$ cat src/rtl/pipelined_cla_adder.sv
// Pipelined carry-lookahead adder: one BLK-bit lookahead group resolved per register stage.
// Optional CLA_SUB_EN macro adds a 'sub' port for a - b.
module pipelined_cla_adder #(
   parameter int N   = 64,
   parameter int BLK = 16
) (
   input  logic         clk,
   input  logic         rst_n,
   input  logic         in_valid,
   output logic         in_ready,
   input  logic [N-1:0] a,
   input  logic [N-1:0] b,
   input  logic         cin,
`ifdef CLA_SUB_EN
   input  logic         sub,
`endif
   output logic         out_valid,
   input  logic         out_ready,
   output logic [N-1:0] sum,
   output logic         cout
);

   localparam int S = N / BLK;

   if ((BLK < 1) || (N % BLK != 0)) begin : g_bad_cfg
      $error("pipelined_cla_adder: N must be a positive multiple of BLK");
   end

   // Valid/ready: a transfer happens on an edge where valid && ready; the whole
   // pipe advances only when the output register is empty or being drained.
   logic         en;
   logic [N-1:0] b_eff;
   logic         c_eff;

   assign en       = !(out_valid && !out_ready);
   assign in_ready = en;

`ifdef CLA_SUB_EN
   // Subtract as a + ~b + 1; the inverted b bits ride down the pipe with a.
   assign b_eff = b ^ {N{sub}};
   assign c_eff = sub | cin;
`else
   assign b_eff = b;
   assign c_eff = cin;
`endif

   // Returns {group carry-out, group sum}.
   function automatic logic [BLK:0] cla_group(input logic [BLK-1:0] x,
                                              input logic [BLK-1:0] y,
                                              input logic           ci);
      logic [BLK-1:0] p;
      logic [BLK-1:0] g;
      logic [BLK:0]   c;
      p    = x ^ y;
      g    = x & y;
      c    = '0;
      c[0] = ci;
      for (int i = 0; i < BLK; i++) begin
         c[i+1] = g[i] | (p[i] & c[i]);
      end
      return {c[BLK], c[BLK-1:0] ^ p};
   endfunction

   for (genvar k = 0; k < S; k++) begin : stage
      logic [BLK-1:0]         ga;
      logic [BLK-1:0]         gb;
      logic                   gci;
      logic                   gv;
      logic [BLK:0]           res;
      logic [(k+1)*BLK-1:0]   s_d;
      logic                   v_q;
      logic                   c_q;
      logic [(k+1)*BLK-1:0]   s_q;

      if (k == 0) begin : src
         assign ga  = a[BLK-1:0];
         assign gb  = b_eff[BLK-1:0];
         assign gci = c_eff;
         assign gv  = in_valid;
         assign s_d = res[BLK-1:0];
      end else begin : src
         assign ga  = stage[k-1].hold.a_q[BLK-1:0];
         assign gb  = stage[k-1].hold.b_q[BLK-1:0];
         assign gci = stage[k-1].c_q;
         assign gv  = stage[k-1].v_q;
         assign s_d = {res[BLK-1:0], stage[k-1].s_q};
      end

      assign res = cla_group(ga, gb, gci);

      // Data only loads with a valid token so bubbles never carry X downstream.
      always_ff @(posedge clk or negedge rst_n) begin
         if (!rst_n) begin
            v_q <= 1'b0;
            c_q <= 1'b0;
            s_q <= '0;
         end else if (en) begin
            v_q <= gv;
            if (gv) begin
               c_q <= res[BLK];
               s_q <= s_d;
            end
         end
      end

      if (k < S-1) begin : hold
         logic [N-(k+1)*BLK-1:0] a_d;
         logic [N-(k+1)*BLK-1:0] b_d;
         logic [N-(k+1)*BLK-1:0] a_q;
         logic [N-(k+1)*BLK-1:0] b_q;

         if (k == 0) begin : up
            assign a_d = a[N-1:BLK];
            assign b_d = b_eff[N-1:BLK];
         end else begin : up
            assign a_d = stage[k-1].hold.a_q[N-k*BLK-1:BLK];
            assign b_d = stage[k-1].hold.b_q[N-k*BLK-1:BLK];
         end

         always_ff @(posedge clk or negedge rst_n) begin
            if (!rst_n) begin
               a_q <= '0;
               b_q <= '0;
            end else if (en && gv) begin
               a_q <= a_d;
               b_q <= b_d;
            end
         end
      end
   end

   assign out_valid = stage[S-1].v_q;
   assign sum       = stage[S-1].s_q;
   assign cout      = stage[S-1].c_q;

endmodule

$ cat config.mk
export PLATFORM = sky130hd
export DESIGN_NAME = pipelined_cla_adder
export DESIGN_NICKNAME = d
export VERILOG_FILES = /design/src/rtl/pipelined_cla_adder.sv
export SDC_FILE = /design/constraint.sdc
export NUM_CORES = 1
export LEC_CHECK = 0
export BUFFER_PORTS_ARGS = -buffer_cell sky130_fd_sc_hd__buf_2
export CAP_MARGIN = 20
export CORE_MARGIN = 2
export CORE_UTILIZATION = 35
export CTS_CLUSTER_DIAMETER = 200
export CTS_CLUSTER_SIZE = 28
export DETAILED_ROUTE_END_ITERATION = 8
export GPL_TIMING_DRIVEN = 0
export MAX_ROUTING_LAYER = met4
export SLEW_MARGIN = 30
export SYNTH_ARGS = -nofsm -noshare
export SYNTH_HDL_FRONTEND = slang
export SYNTH_SLANG_ARGS = --single-unit
$ cat constraint.sdc
create_clock -name clk -period 7.6 [get_ports clk]
set_input_delay 0.76 -clock clk [delete_from_list [all_inputs] [get_ports clk]]
set_output_delay 0.76 -clock clk [all_outputs]
set_load 0.1 [all_outputs]
# Word level (Yosys, flattened, before mapping)
# Cells that the tools add are included.
# Widths: inputs -> output; s select.
# totals
in_bits,133
register_bits,360
wordCells,169
out_inout_bits,67
# classes
reduce_logical,10
bitwise,141
# op_table
cell,n
$xor 16x16->16,8
$and 1x1->1,64
$and 16x16->16,4
$or 1x1->1,64
$reduce_and 2->1,4
$logic_and 1x1->1,4
$logic_not 1->1,2
$not 1->1,1

# Logic depth before layout (Yosys ltp)
# logic_depth
word_depth,33
depth_mapped,22
depth_no_buf,22

# Least setup slack after synthesis
# Ideal clock, no wire load.
# synth_timing
path_kind,input to register
start,input a[0]
end,register stage[0].s_q[15]
required_ns,7.521
path_buffers,0
arrival_ns,6.455
setup_ns,0.079
stages,20
path_slack_ns,1.066
cell_sequence,inv_1 -> fa_1 -> inv_1 -> fa_1 -> fa_1 -> fa_1 -> fa_1 -> fa_1 -> fa_1 -> fa_1 -> fa_1 -> fa_1 -> fa_1 -> fa_1 -> fa_1 -> inv_1 -> fa_1 -> fa_1 -> fa_1 -> mux2i_1
# synth_via
elab_chain_len,32
elab_cells_between_ends,33
classes_between,bitwise: 33
# synth_lines
item,line,text
start: declaration,11,"input logic [N-1:0] a,"
$xor 16x16->16,54,p = x ^ y;
$and 1x1->1,59,c[i+1] = g[i] | (p[i] & c[i]);
$or 1x1->1 *,59,
$and 1x1->1 *,59,
$or 1x1->1 *,59,
$and 1x1->1 *,59,
$or 1x1->1 *,59,
$and 1x1->1 *,59,
[... 16 more ...],-,
$or 1x1->1 *,59,
$and 1x1->1 *,59,
$or 1x1->1 *,59,
$and 1x1->1 *,59,
$or 1x1->1 *,59,
$and 1x1->1 *,59,
$or 1x1->1 *,59,
$xor 16x16->16 *,61,"return {c[BLK], c[BLK-1:0] ^ p};"
end signal: assignment,96,s_q <= '0;
end signal: assignment,101,s_q <= s_d;
end: declaration,73,logic [(k+1)*BLK-1:0] s_q;
# Mark *: on every way between the ends. The rest lies on a longest branch, timed or not.
# A chain may end at the register's enable or synchronous reset.

# Worst setup path in the final report
# layout_timing
start,register stage[2].c_q
end,"register stage[3].s_q[63], in the netlist sum[63]"
# layout_via
elab_chain_len,31
# layout_lines
item,line,text
start: declaration,72,logic c_q;
start signal: assignment,100,c_q <= res[BLK];
$and 1x1->1,59,
$or 1x1->1,59,
$and 1x1->1,59,
$or 1x1->1,59,
$and 1x1->1,59,
$or 1x1->1,59,
$and 1x1->1,59,
$or 1x1->1,59,
[... 15 more ...],-,
$or 1x1->1,59,
$and 1x1->1,59,
$or 1x1->1,59,
$and 1x1->1,59,
$or 1x1->1,59,
$and 1x1->1,59,
$or 1x1->1,59,
$xor 16x16->16,61,
end signal: assignment,96,
end signal: assignment,101,
end: declaration,73,
# No other way between the ends.

==> reports/qor.yml <==
path_cells: "inv_1, fa_1, inv_1, fa_1, fa_1, fa_1, fa_1, fa_1, fa_1, fa_1, fa_1, inv_1, fa_1, fa_1, inv_1, fa_1, fa_1, fa_1, fa_1, inv_1, fa_1, mux2i_1"
start_kind: "register"
postRouteAntennaNets: 0
die_area_sq_um: 45400
finalPower_w: 0.00846
gp_congestion: 0.723
htree_levels: 1
hp-class: "in2async"
post_synth.cell_area_avg_sq_um: 17.1
synthDistinctLibCells: 14
path_clk_slew_ps: 110
port-buffer-count: 199
cp_data_arrival_time_ps: 7120
nets: 1312
fmax_ghz: 0.150
drive_above_1_share_pct: 53.7
overflow: 0
firstDrtPassIters: 4
die_w_um: 213
fillers: 4023
fin_crit_sh_pct: 87.8
worst_path_largest_cell_delay_ps: 430
antenna_found_initial: 4
viasPerCell: 4.41
wl_per_cell_um: 17.4
postLayoutCoreUtil_pct: 40.9
layout_commonest_cell: "dfrtp_1"
initial_core_util_pct: 35.5
worstSetupPathType: "reg2reg"
hold_buffers: 0
slew_violations: 0
cts_tree: "yes"
yosysTopAreaCell: "dfrtp_1"
power.leakage_nw: 8.36
p_seq_share_pct: 39.1
rr_startpoint: "stage[2].c_q"
p_comb_share_pct: 48.9
ir_worst_vdd_uv: 283
cts.path.max_buffers: 3
mostFrequentLayoutCells: "360 x dfrtp_1, 223 x mux2_2, 211 x buf_2"
clk_latency_ps: 520
syn_nets: 1090
syn_inst: 893
crit_top_cell: "fa_1"
die_y_um: 213
skew_ps: 18.4
p_switching_w: 0.00352
yosysSeqAreaShare_pct: 58.8
cts.sinks: 360
netlist_area_sq_um: 15300
max_slew.worst_pin.slew_ps: 527
setup_viol: 0
drt_iter0_drc: 237
timing.rr.end: "sum[63]"
internal_power_w: 0.00494
clockPowerShare_pct: 12.1
cp_max_fo: 2
outcome: "completed"
multi_input_area_sq_um: 5740
grt_pass1_vias: 8264
track_usage_pct: 13.9
setup.worst_path.end_class: "register"
crit_path_top_delay_cell: "fa_1"
cp_data_required_time_ps: 8050
rrSetupSlack_ps: 930
synth_area_leaders: "dfrtp_1 59%, mux2_2 16%, mux2_4 11%, fa_1 8.4%, inv_1 1.6%"
area_growth_pct: 15.3
grt_pass1_wl_um: 47100
yosys_warnings: 0
rows: 76
cts-resized-gates: 0
remaining_drc_errors: 0
cts_setup_buffers: 0
ff2ff_path_depth: 22
maxCapViolations: 0
yosys.area.top_type_share_pct: 58.8
root_buffer: "clkbuf_16"
dp_hpwl_um: 21400
rsz0062_at_grt: "no"
power.density_nw_per_um2: 479
vias: 7513
fin_ws_ps: 930
cts_made_buffers: 16
switching_share_pct: 41.6
ioPinCount: 200
layout_min_cycle_time_ps: 6670
grt_start_max_net_pins: 82
core_area_sq_um: 43200
regArea_sq_um: 9010
max-slew-margin-rel_pct: 65.1
wl_um: 29600
synth-seq-cells: 360
post-place-ws_ps: 587
finalHoldViolCount: 0
## sequential cells by signal (all words and copies together) (netlist names)
signal,count
cout,1
out_valid,1
stage.c_q,3
stage.hold.a_q,96
stage.hold.b_q,96
stage.s_q,96
stage.v_q,3
sum,64
## logic make-up after synthesis
| kind of cell | after synthesis | synth area share (%) |
|---|---|---|
| buffers and inverters | 104 | 3.68 |
| flip-flops | 360 | 58.8 |
| AND/OR/NAND/NOR | 6 | 0.245 |
| AO/OA/AOI/OAI | 3 | 0.0980 |
| adder cells (fa/ha/maj) | 64 | 8.37 |
| multiplexers | 356 | 28.8 |
## power groups by stage
stage | Sequential (W) | Clock, W | Combinational [W]
after floorplan | 0.00452 | 0 | 0.00210
after global placement | 0.00333 | 0 | 0.00413
after detailed placement | 0.00336 | 0 | 0.00422
after CTS | 0.00332 | 0.00108 | 0.00423
after global routing | 0.00343 | 0.00114 | 0.00447
final | 0.00330 | 0.00102 | 0.00414
## critical path: cells and delay by family, from the launching register on
family	cells	cell delay [ps]
multiplexers	1	120
flip-flops	1	370
buffers and inverters	5	370
adder cells (fa/ha/maj)	16	5730
## cell type report
class                      instances  area share [%]
multi-input combinational        429            32.5
buffer                            38            1.79
clock inverter                     1           0.170
timing repair buffer             204            6.48
clock buffer                      17            2.41
inverter                          66            1.40
sequential                       360            51.0
tap                              585            4.15
antenna                            4          0.0567
## synthesized netlist by cell type
| cell type | number |
|---|---|
| inv_1 | 66 |
| o21ai_0 | 3 |
| mux2i_1 | 20 |
| buf_2 | 13 |
| nand2_2 | 2 |
| mux2_2 | 223 |
| buf_4 | 8 |
| nand2b_1 | 1 |
| nand2_1 | 2 |
| fa_1 | 64 |
| nand2_4 | 1 |
| mux2_4 | 113 |
| buf_6 | 17 |
| dfrtp_1 | 360 |
## metrics by stage
| stage | instance area, sq um | hold slack, ps | setup TNS, ps | cells |
|---|---|---|---|---|
| 2_1_floorplan | 15300 | 436 | 0 | 893 |
| 3_3_place_gp | 17000 | 459 | -476220 | 1677 |
| 3_5_place_dp | 17200 | 457 | 0 | 1682 |
| 4_1_cts | 17600 | 25.8 | 0 | 1700 |
| 5_1_grt | 17700 | 40.5 | 0 | 1704 |
| 6_report | 17700 | 63.0 | 0 | 1704 |
## routing by layer
metal  part of all wire, %  track usage [%]  vias to the layer above
met4                   2.0             2.92                        0
li1                      -                -                     3439
met2                    48             22.3                      115
met5                     0                -                        -
met3                   3.4             2.31                       30
met1                    46             18.6                     3929
## how the worst max path moves through the flow
stage                            start              endpoint  depth (start not counted)
final                     stage[2].c_q               sum[63]                         22
after global routing      stage[2].c_q               sum[63]                         22
after CTS                 stage[2].c_q               sum[63]                         22
after detailed placement          a[0]      stage[0].s_q[15]                         21
after global placement           rst_n  stage[0].hold.a_q[7]                          1
after floorplan                   a[0]      stage[0].s_q[15]                         20
Note: power is estimated with default switching activity, not from simulation.
